`src/rtl/ctrl_pkg.sv`:
```
// rtl/ctrl_pkg.sv - shared types and instruction field layout for ctrl_sequencer
package ctrl_pkg;

  typedef enum logic [1:0] {
    NONE    = 2'b00,
    WEIGHTS = 2'b01,
    BIAS    = 2'b10,
    INPUTS  = 2'b11
  } load_sel_e;

  typedef enum logic [1:0] {
    IDLE      = 2'b00,
    ISSUE     = 2'b01,
    START     = 2'b10,
    WAIT_DONE = 2'b11
  } seq_state_e;

  // Fixed low fields: act[1:0], load_sel[3:2], data starts at bit 4
  localparam int ACT_LSB  = 0;
  localparam int SEL_LSB  = 2;
  localparam int DATA_LSB = 4;

  function automatic int instr_width(input int data_w, input int addr_w, input int cnt_w);
    return cnt_w + 1 + addr_w + data_w + 4;
  endfunction

  function automatic int addr_lsb(input int data_w);
    return data_w + 4;
  endfunction

  function automatic int start_bit(input int data_w, input int addr_w);
    return addr_w + data_w + 4;
  endfunction

  function automatic int cnt_lsb(input int data_w, input int addr_w);
    return addr_w + data_w + 5;
  endfunction

endpackage

```
`src/rtl/ctrl_sequencer_fifo.sv`:
```
// rtl/ctrl_sequencer_fifo.sv - synchronous FIFO holding queued instruction words
module sync_fifo #(
  parameter int WIDTH = 8,
  parameter int DEPTH = 4
) (
  input  logic                       clk,
  input  logic                       rst,
  input  logic                       push,
  input  logic [WIDTH-1:0]           wdata,
  input  logic                       pop,
  output logic [WIDTH-1:0]           rdata,
  output logic                       full,
  output logic                       empty,
  output logic [$clog2(DEPTH):0]     count
);

  localparam int AW = $clog2(DEPTH);

  logic [WIDTH-1:0] mem_q [DEPTH];
  logic [WIDTH-1:0] mem_d [DEPTH];
  logic [AW-1:0]    wr_ptr_q, wr_ptr_d;
  logic [AW-1:0]    rd_ptr_q, rd_ptr_d;
  logic [AW:0]      count_q, count_d;
  logic             do_push, do_pop;

  // Pointer and occupancy update; pointers wrap naturally since DEPTH is a power of 2
  always_comb begin
    do_push  = push && !full;
    do_pop   = pop && !empty;
    wr_ptr_d = wr_ptr_q;
    rd_ptr_d = rd_ptr_q;
    count_d  = count_q;
    mem_d    = mem_q;
    if (do_push) begin
      mem_d[wr_ptr_q] = wdata;
      wr_ptr_d        = wr_ptr_q + 1'b1;
    end
    if (do_pop) begin
      rd_ptr_d = rd_ptr_q + 1'b1;
    end
    if (do_push && !do_pop) begin
      count_d = count_q + 1'b1;
    end else if (!do_push && do_pop) begin
      count_d = count_q - 1'b1;
    end
  end

  // Control state with synchronous reset
  always_ff @(posedge clk) begin
    if (rst) begin
      wr_ptr_q <= '0;
      rd_ptr_q <= '0;
      count_q  <= '0;
    end else begin
      wr_ptr_q <= wr_ptr_d;
      rd_ptr_q <= rd_ptr_d;
      count_q  <= count_d;
    end
  end

  // Storage array, no reset needed since reads are gated by occupancy
  always_ff @(posedge clk) begin
    mem_q <= mem_d;
  end

  // Status and head-of-queue read
  always_comb begin
    rdata = mem_q[rd_ptr_q];
    full  = (count_q == DEPTH[AW:0]);
    empty = (count_q == '0);
    count = count_q;
  end

endmodule

```
`src/rtl/ctrl_sequencer.sv`:
```
// rtl/ctrl_sequencer.sv - queued instruction sequencer driving systolic array loads and start
module ctrl_sequencer
  import ctrl_pkg::*;
#(
  parameter int DATA_W  = 16,
  parameter int ADDR_W  = 2,
  parameter int CNT_W   = 4,
  parameter int DEPTH   = 4,
  parameter int INSTR_W = instr_width(DATA_W, ADDR_W, CNT_W)
) (
  input  logic                clk,
  input  logic                rst,
  input  logic                instr_valid,
  output logic                instr_ready,
  input  logic [INSTR_W-1:0]  instr_data,
  input  logic                nn_done,
  output logic                busy,
  output logic [1:0]          activation_datapath,
  output logic                nn_start,
  output logic                load_weights,
  output logic                load_bias,
  output logic                load_inputs,
  output logic [DATA_W-1:0]   weight_data_in,
  output logic [DATA_W-1:0]   bias_data_in,
  output logic [DATA_W-1:0]   input_data_in,
  output logic [ADDR_W-1:0]   address
);

  localparam int CW        = $clog2(DEPTH) + 1;
  localparam int CNT_LSB   = cnt_lsb(DATA_W, ADDR_W);
  localparam int START_BIT = start_bit(DATA_W, ADDR_W);
  localparam int ADDR_LSB  = addr_lsb(DATA_W);

  logic [INSTR_W-1:0] head;
  logic               fifo_full, fifo_empty, pop;
  logic [CW-1:0]      fifo_count;

  seq_state_e         state_q, state_d;
  load_sel_e          sel_q, sel_d;
  logic               start_q, start_d;
  logic [CNT_W-1:0]   beats_left_q, beats_left_d;
  logic [ADDR_W-1:0]  addr_q, addr_d;
  logic [1:0]         act_q, act_d;
  logic [DATA_W-1:0]  weight_q, weight_d;
  logic [DATA_W-1:0]  bias_q, bias_d;
  logic [DATA_W-1:0]  input_q, input_d;

  load_sel_e          h_sel;
  logic               h_start;
  logic [ADDR_W-1:0]  h_addr;
  logic [DATA_W-1:0]  h_data;
  logic [CNT_W-1:0]   h_count;
  logic [1:0]         h_act;

  sync_fifo #(
    .WIDTH (INSTR_W),
    .DEPTH (DEPTH)
  ) u_fifo (
    .clk   (clk),
    .rst   (rst),
    .push  (instr_valid),
    .wdata (instr_data),
    .pop   (pop),
    .rdata (head),
    .full  (fifo_full),
    .empty (fifo_empty),
    .count (fifo_count)
  );

  // Split the head-of-queue word into its fields
  always_comb begin
    h_count = head[CNT_LSB +: CNT_W];
    h_start = head[START_BIT];
    h_addr  = head[ADDR_LSB +: ADDR_W];
    h_data  = head[DATA_LSB +: DATA_W];
    h_sel   = load_sel_e'(head[SEL_LSB +: 2]);
    h_act   = head[ACT_LSB +: 2];
  end

  // State and latched-field registers; reset drops any burst or wait in flight
  always_ff @(posedge clk) begin
    if (rst) begin
      state_q      <= IDLE;
      sel_q        <= NONE;
      start_q      <= 1'b0;
      beats_left_q <= '0;
      addr_q       <= '0;
      act_q        <= '0;
      weight_q     <= '0;
      bias_q       <= '0;
      input_q      <= '0;
    end else begin
      state_q      <= state_d;
      sel_q        <= sel_d;
      start_q      <= start_d;
      beats_left_q <= beats_left_d;
      addr_q       <= addr_d;
      act_q        <= act_d;
      weight_q     <= weight_d;
      bias_q       <= bias_d;
      input_q      <= input_d;
    end
  end

  // Next state: decide when to pop, then load the popped word's fields
  always_comb begin
    state_d      = state_q;
    sel_d        = sel_q;
    start_d      = start_q;
    beats_left_d = beats_left_q;
    addr_d       = addr_q;
    act_d        = act_q;
    weight_d     = weight_q;
    bias_d       = bias_q;
    input_d      = input_q;
    pop          = 1'b0;

    case (state_q)
      IDLE: begin
        pop = !fifo_empty;
      end
      ISSUE: begin
        if (beats_left_q == '0) begin
          if (start_q) begin
            state_d = START;
          end else if (!fifo_empty) begin
            pop = 1'b1;
          end else begin
            state_d = IDLE;
          end
        end else begin
          beats_left_d = beats_left_q - 1'b1;
          addr_d       = addr_q + 1'b1;
        end
      end
      START: begin
        state_d = WAIT_DONE;
      end
      WAIT_DONE: begin
        if (nn_done) begin
          if (!fifo_empty) begin
            pop = 1'b1;
          end else begin
            state_d = IDLE;
          end
        end
      end
      default: state_d = IDLE;
    endcase

    if (pop) begin
      act_d        = h_act;
      sel_d        = h_sel;
      start_d      = h_start;
      beats_left_d = (h_count == '0) ? '0 : h_count - 1'b1;
      if (h_sel != NONE) begin
        addr_d = h_addr;
      end
      case (h_sel)
        WEIGHTS: weight_d = h_data;
        BIAS:    bias_d   = h_data;
        INPUTS:  input_d  = h_data;
        default: ;
      endcase
      if (h_sel != NONE) begin
        state_d = ISSUE;
      end else if (h_start) begin
        state_d = START;
      end else begin
        state_d = IDLE;
      end
    end
  end

  // Outputs: one strobe per ISSUE beat, start pulse in START, buses from registers
  always_comb begin
    load_weights        = 1'b0;
    load_bias           = 1'b0;
    load_inputs         = 1'b0;
    if (state_q == ISSUE) begin
      load_weights = (sel_q == WEIGHTS);
      load_bias    = (sel_q == BIAS);
      load_inputs  = (sel_q == INPUTS);
    end
    nn_start            = (state_q == START);
    busy                = (fifo_count != '0) || (state_q != IDLE);
    instr_ready         = !fifo_full;
    activation_datapath = act_q;
    address             = addr_q;
    weight_data_in      = weight_q;
    bias_data_in        = bias_q;
    input_data_in       = input_q;
  end

endmodule

```
`config.mk`:
```
export PLATFORM = sky130hd
export DESIGN_NAME = ctrl_sequencer
export DESIGN_NICKNAME = d
export VERILOG_FILES = /design/src/rtl/ctrl_pkg.sv /design/src/rtl/ctrl_sequencer_fifo.sv /design/src/rtl/ctrl_sequencer.sv
export SDC_FILE = /design/constraint.sdc
export NUM_CORES = 1
export LEC_CHECK = 0
export BUFFER_PORTS_ARGS = -buffer_cell sky130_fd_sc_hd__clkbuf_2
export CORE_UTILIZATION = 47
export CTS_BUF_LIST = sky130_fd_sc_hd__clkbuf_4 sky130_fd_sc_hd__clkbuf_8 sky130_fd_sc_hd__clkbuf_16
export CTS_CLUSTER_SIZE = 10
export DETAILED_ROUTE_END_ITERATION = 16
export PLACE_DENSITY = 0.76
export REMOVE_ABC_BUFFERS = 1
export SETUP_SLACK_MARGIN = 0.4
export SLEW_MARGIN = 10
export SYNTH_ARGS = -nofsm -noshare
export SYNTH_HDL_FRONTEND = slang
export SYNTH_SLANG_ARGS = --single-unit
```
`constraint.sdc`:
```
create_clock -name clk -period 3.7 [get_ports clk]
set_input_delay 0.74 -clock clk [delete_from_list [all_inputs] [get_ports clk]]
set_output_delay 0.74 -clock clk [all_outputs]
set_load 0.03 [all_outputs]
```
==> summary.txt <==
Run status
  – Status: complete, no violations

Die
  – Die width: 122.5 µm
  – Core Area: 14040 µm²
  – Die footprint: about 15000 µm²
  – Starting density of the core: just under 50%
  – FP Rows: 43
  – Die extent in y: between 100 and 150 µm
  – # IOs: 89

Drt
  – DRC viols: 0
  – Pre-antenna DRT Iters: 4
  – Wire per inst: 17.24 µm
  – Drt first-iter violations: 230
  – Vias per inst: about 5.3
  – Detailed-route wire length: between 10 and 15 mm
  – Post-route ant nets: 0
  – Vias: between 3000 and 4000

Timing
  – Minimum clock period after layout: roughly 2.7 ns
  – Slew Limit Headroom: 49.54%
  – Final Skew: around 0.0086 ns
  – # setup viols final: 0
  – Final setup margin: 0.9848 ns
  – Max-slew violations: 0
  – Unrepaired setup endpoints after global routing: false
  – Tightest Pin Transition: between 0.7 and 0.8 ns
  – Hold slack: approximately 0.47 ns
  – Final Hold Viols: 0
  – Fin crit share: 73.38%
  – Max Clock Freq: 0.3683 GHz

Synthesis
  – Synthesized area per cell: about 15 µm²
  – Post-synth top flop: edfxtp_1
  – EDFF count, synth: roughly 110
  – Mapped Area: 6828 µm²
  – Async SR Flop Fraction: 0%
  – Synthesized netlist cell count: between 400 and 500
  – Library cells used by synthesis: 53
  – Ys Warns: 0
  – Sequential area share after synthesis: about two thirds
  – Synthesis-stage register bit count: ~180

Cells and area
  – Antenna cell count: 0
  – Area of the multi-input gates: 2073 µm²
  – Layout cells sized above 1: 31.08%
  – FF+latch area: 4607 µm²
  – Nets: 572
  – Fin cells: approximately 730
  – Fill cells: 1095
  – Area Growth Syn to Fin: 18.36%

Setup path
  – Worst setup path class: reg -> reg
  – Critical path's largest stage delay: around 0.39 ns
  – Crit end category: flop
  – Critical-path top delay cell: fa_1
  – Startpoint types: flop
  – Worst EP required: about 4 ns
  – CP Cell Sequence: inv_1 > ha_1 > nor3b_4 > a211oi_4 > nor2_4 > inv_2 > ha_1 > inv_1 > fa_1 > xor2_1 > or3_1 > a21oi_1
  – CP arrival: between 3 and 4 ns
  – Largest delay share family, worst path: adder cells
  – CP bufs+invs: 3
  – CP max FO: 15

Global routing
  – Largest net degree at the start of global routing: 41
  – Vias in the first global route: 3862
  – First-pass GRT wire length: around 20 mm
  – Global route total overflow: 0
  – Initial antenna violation count: 0
  – Aggregate global-route resource usage: between 10% and 20%

Clocking
  – Post-CTS resize count: 0
  – CTS Root Cell: clkbuf_16
  – CTS Buf Count: 17
  – H-tree depth: 4
  – Clock tree from TritonCTS: built
  – Setup Buffers After CTS: 0
  – Sink Count: between 150 and 200
  – Worst-path clk slew: roughly 0.06 ns
  – Clock Latency Late Sink: about 0.42 ns
  – # hold bufs at CTS: 0
  – Clk buf depth: 2

Flow run
  – Total of max-cap violations: 0

Placed design
  – Routability Congestion: between 0.7 and 0.8
  – Hpwl dp: ~8.1 mm
  – Cells after DPL: between 600 and 700
  – Port Buf Inserts: between 80 and 90
  – Dpl ws: a little under 0.8 ns

Worst hold path
  – Worst hold path class: reg -> reg

Power
  – PwrDens: slightly below 800 nW/µm²
  – P_leak: a little under 3 nW
  – Peak VDD IR: 363.3 µV
==> report_power, final <==
group          total (mW)  switching (mW)  internal, mW  leakage, nW
clock network        1.91           0.711          1.20        0.313
logic                1.87            1.12         0.747         1.07
registers            2.58           0.190          2.39         1.54
total                6.35            2.02          4.33         2.92
==> cell type report <==
cell class / instances / share of cell area [%]
Sequential cell: 176 / 57.01
Inverter: 7 / 0.3251
Clock inverter: 12 / 2.198
Multi-Input combinational cell: 236 / 25.65
Timing Repair Buffer: 96 / 6.193
Clock buffer: 20 / 5.837
Tap cell: 180 / 2.787
==> cell usage after synthesis, drive strengths merged, types with 3 or more instances <==
master	instances	area (µm²)
edfxtp	108	3243
dfxtp	68	1361
nor2	65	251.5
mux2i	51	510.5
mux4	26	585.6
nand2	18	70.07
buf	11	105.1
clkbuf	11	41.29
a21oi	8	40.04
and3	7	43.79
inv	7	26.27
ha	6	75.07
nor3	6	46.30
xnor2	6	52.55
a211oi	4	42.54
a31oi	4	25.02
o21ai	4	20.01
nor3b	3	38.79
or3	3	18.77
xor2	3	26.28
==> path summary, 6_finish.rpt <==
path                                         end                           startpoint  depth (start not counted)  slack (ns)
min          activation_datapath[0]$_SDFFE_PP0N_  activation_datapath[0]$_SDFFE_PP0N_                          2        0.47
min reg2reg  activation_datapath[0]$_SDFFE_PP0N_  activation_datapath[0]$_SDFFE_PP0N_                          2        0.47
max                 u_fifo.count[2]$_SDFFE_PP0P_         beats_left_q[0]$_SDFFE_PP0P_                         12        0.98
max reg2reg         u_fifo.count[2]$_SDFFE_PP0P_         beats_left_q[0]$_SDFFE_PP0P_                         12        0.98
==> routing by layer <==
layer | share of wire [%] | GRT usage (%) | vias up
met5 | 0 | 0 | -
met4 | 2.1 | 8.841 | 0
met3 | 6.2 | 5.669 | 21
met2 | 51 | 30.13 | 102
met1 | 41 | 21.53 | 1891
li1 | - | - | 1827
==> kinds of logic after synthesis <==
kind of cell | count (synthesis) | share of synthesized area (%)
flip-flops | 176 | 67.44
adder cells (fa/ha/maj) | 7 | 1.393
XOR/XNOR | 9 | 1.155
buffers and inverters | 29 | 2.529
AO/OA/AOI/OAI | 29 | 3.042
AND/OR/NAND/NOR | 113 | 8.228
multiplexers | 78 | 16.22
==> sequential cells by signal (all words and copies together), names as in the netlist <==
register	count
beats_left_q	4
address	2
state_q	2
sel_q	2
weight_data_in	16
input_data_in	16
bias_data_in	16
u_fifo.wr_ptr_q	2
u_fifo.mem_q	108
activation_datapath	2
u_fifo.count	3
start_q	1
u_fifo.rd_ptr_q	2
==> per-stage QoR <==
stage          utilization (%)  setup TNS (ns)  power, mW  cell area (µm²)
3_3_place_gp             52.93               0      4.424             7432
2_1_floorplan                -          -4.406      3.962             6681
5_1_grt                  57.55               0      6.667             8082
4_1_cts                  57.55               0      6.415             8082
6_report                 57.55               0      6.354             8082
3_5_place_dp             52.93               0      4.494             7432
==> worst min-delay path: stages, from the launching register on <==
cell	delay (ns)
dfxtp_1	0.32
nand2_1	0.05
a21oi_1	0.05
==> layout by cell type (no fill, tap or decap), drive strengths merged, types with 3 or more instances in the layout <==
cell type / instances
bufinv: 4
a31oi: 4
ha: 6
nand2: 18
nor2: 65
or3: 3
a211oi: 4
xnor2: 6
clkinv: 3
nor3: 6
mux4: 26
o21ai: 4
mux2i: 51
nor3b: 3
xor2: 3
edfxtp: 108
dfxtp: 68
inv: 10
and3: 7
clkbuf: 108
a21oi: 8
buf: 8
(Power assumes the default switching activity.)
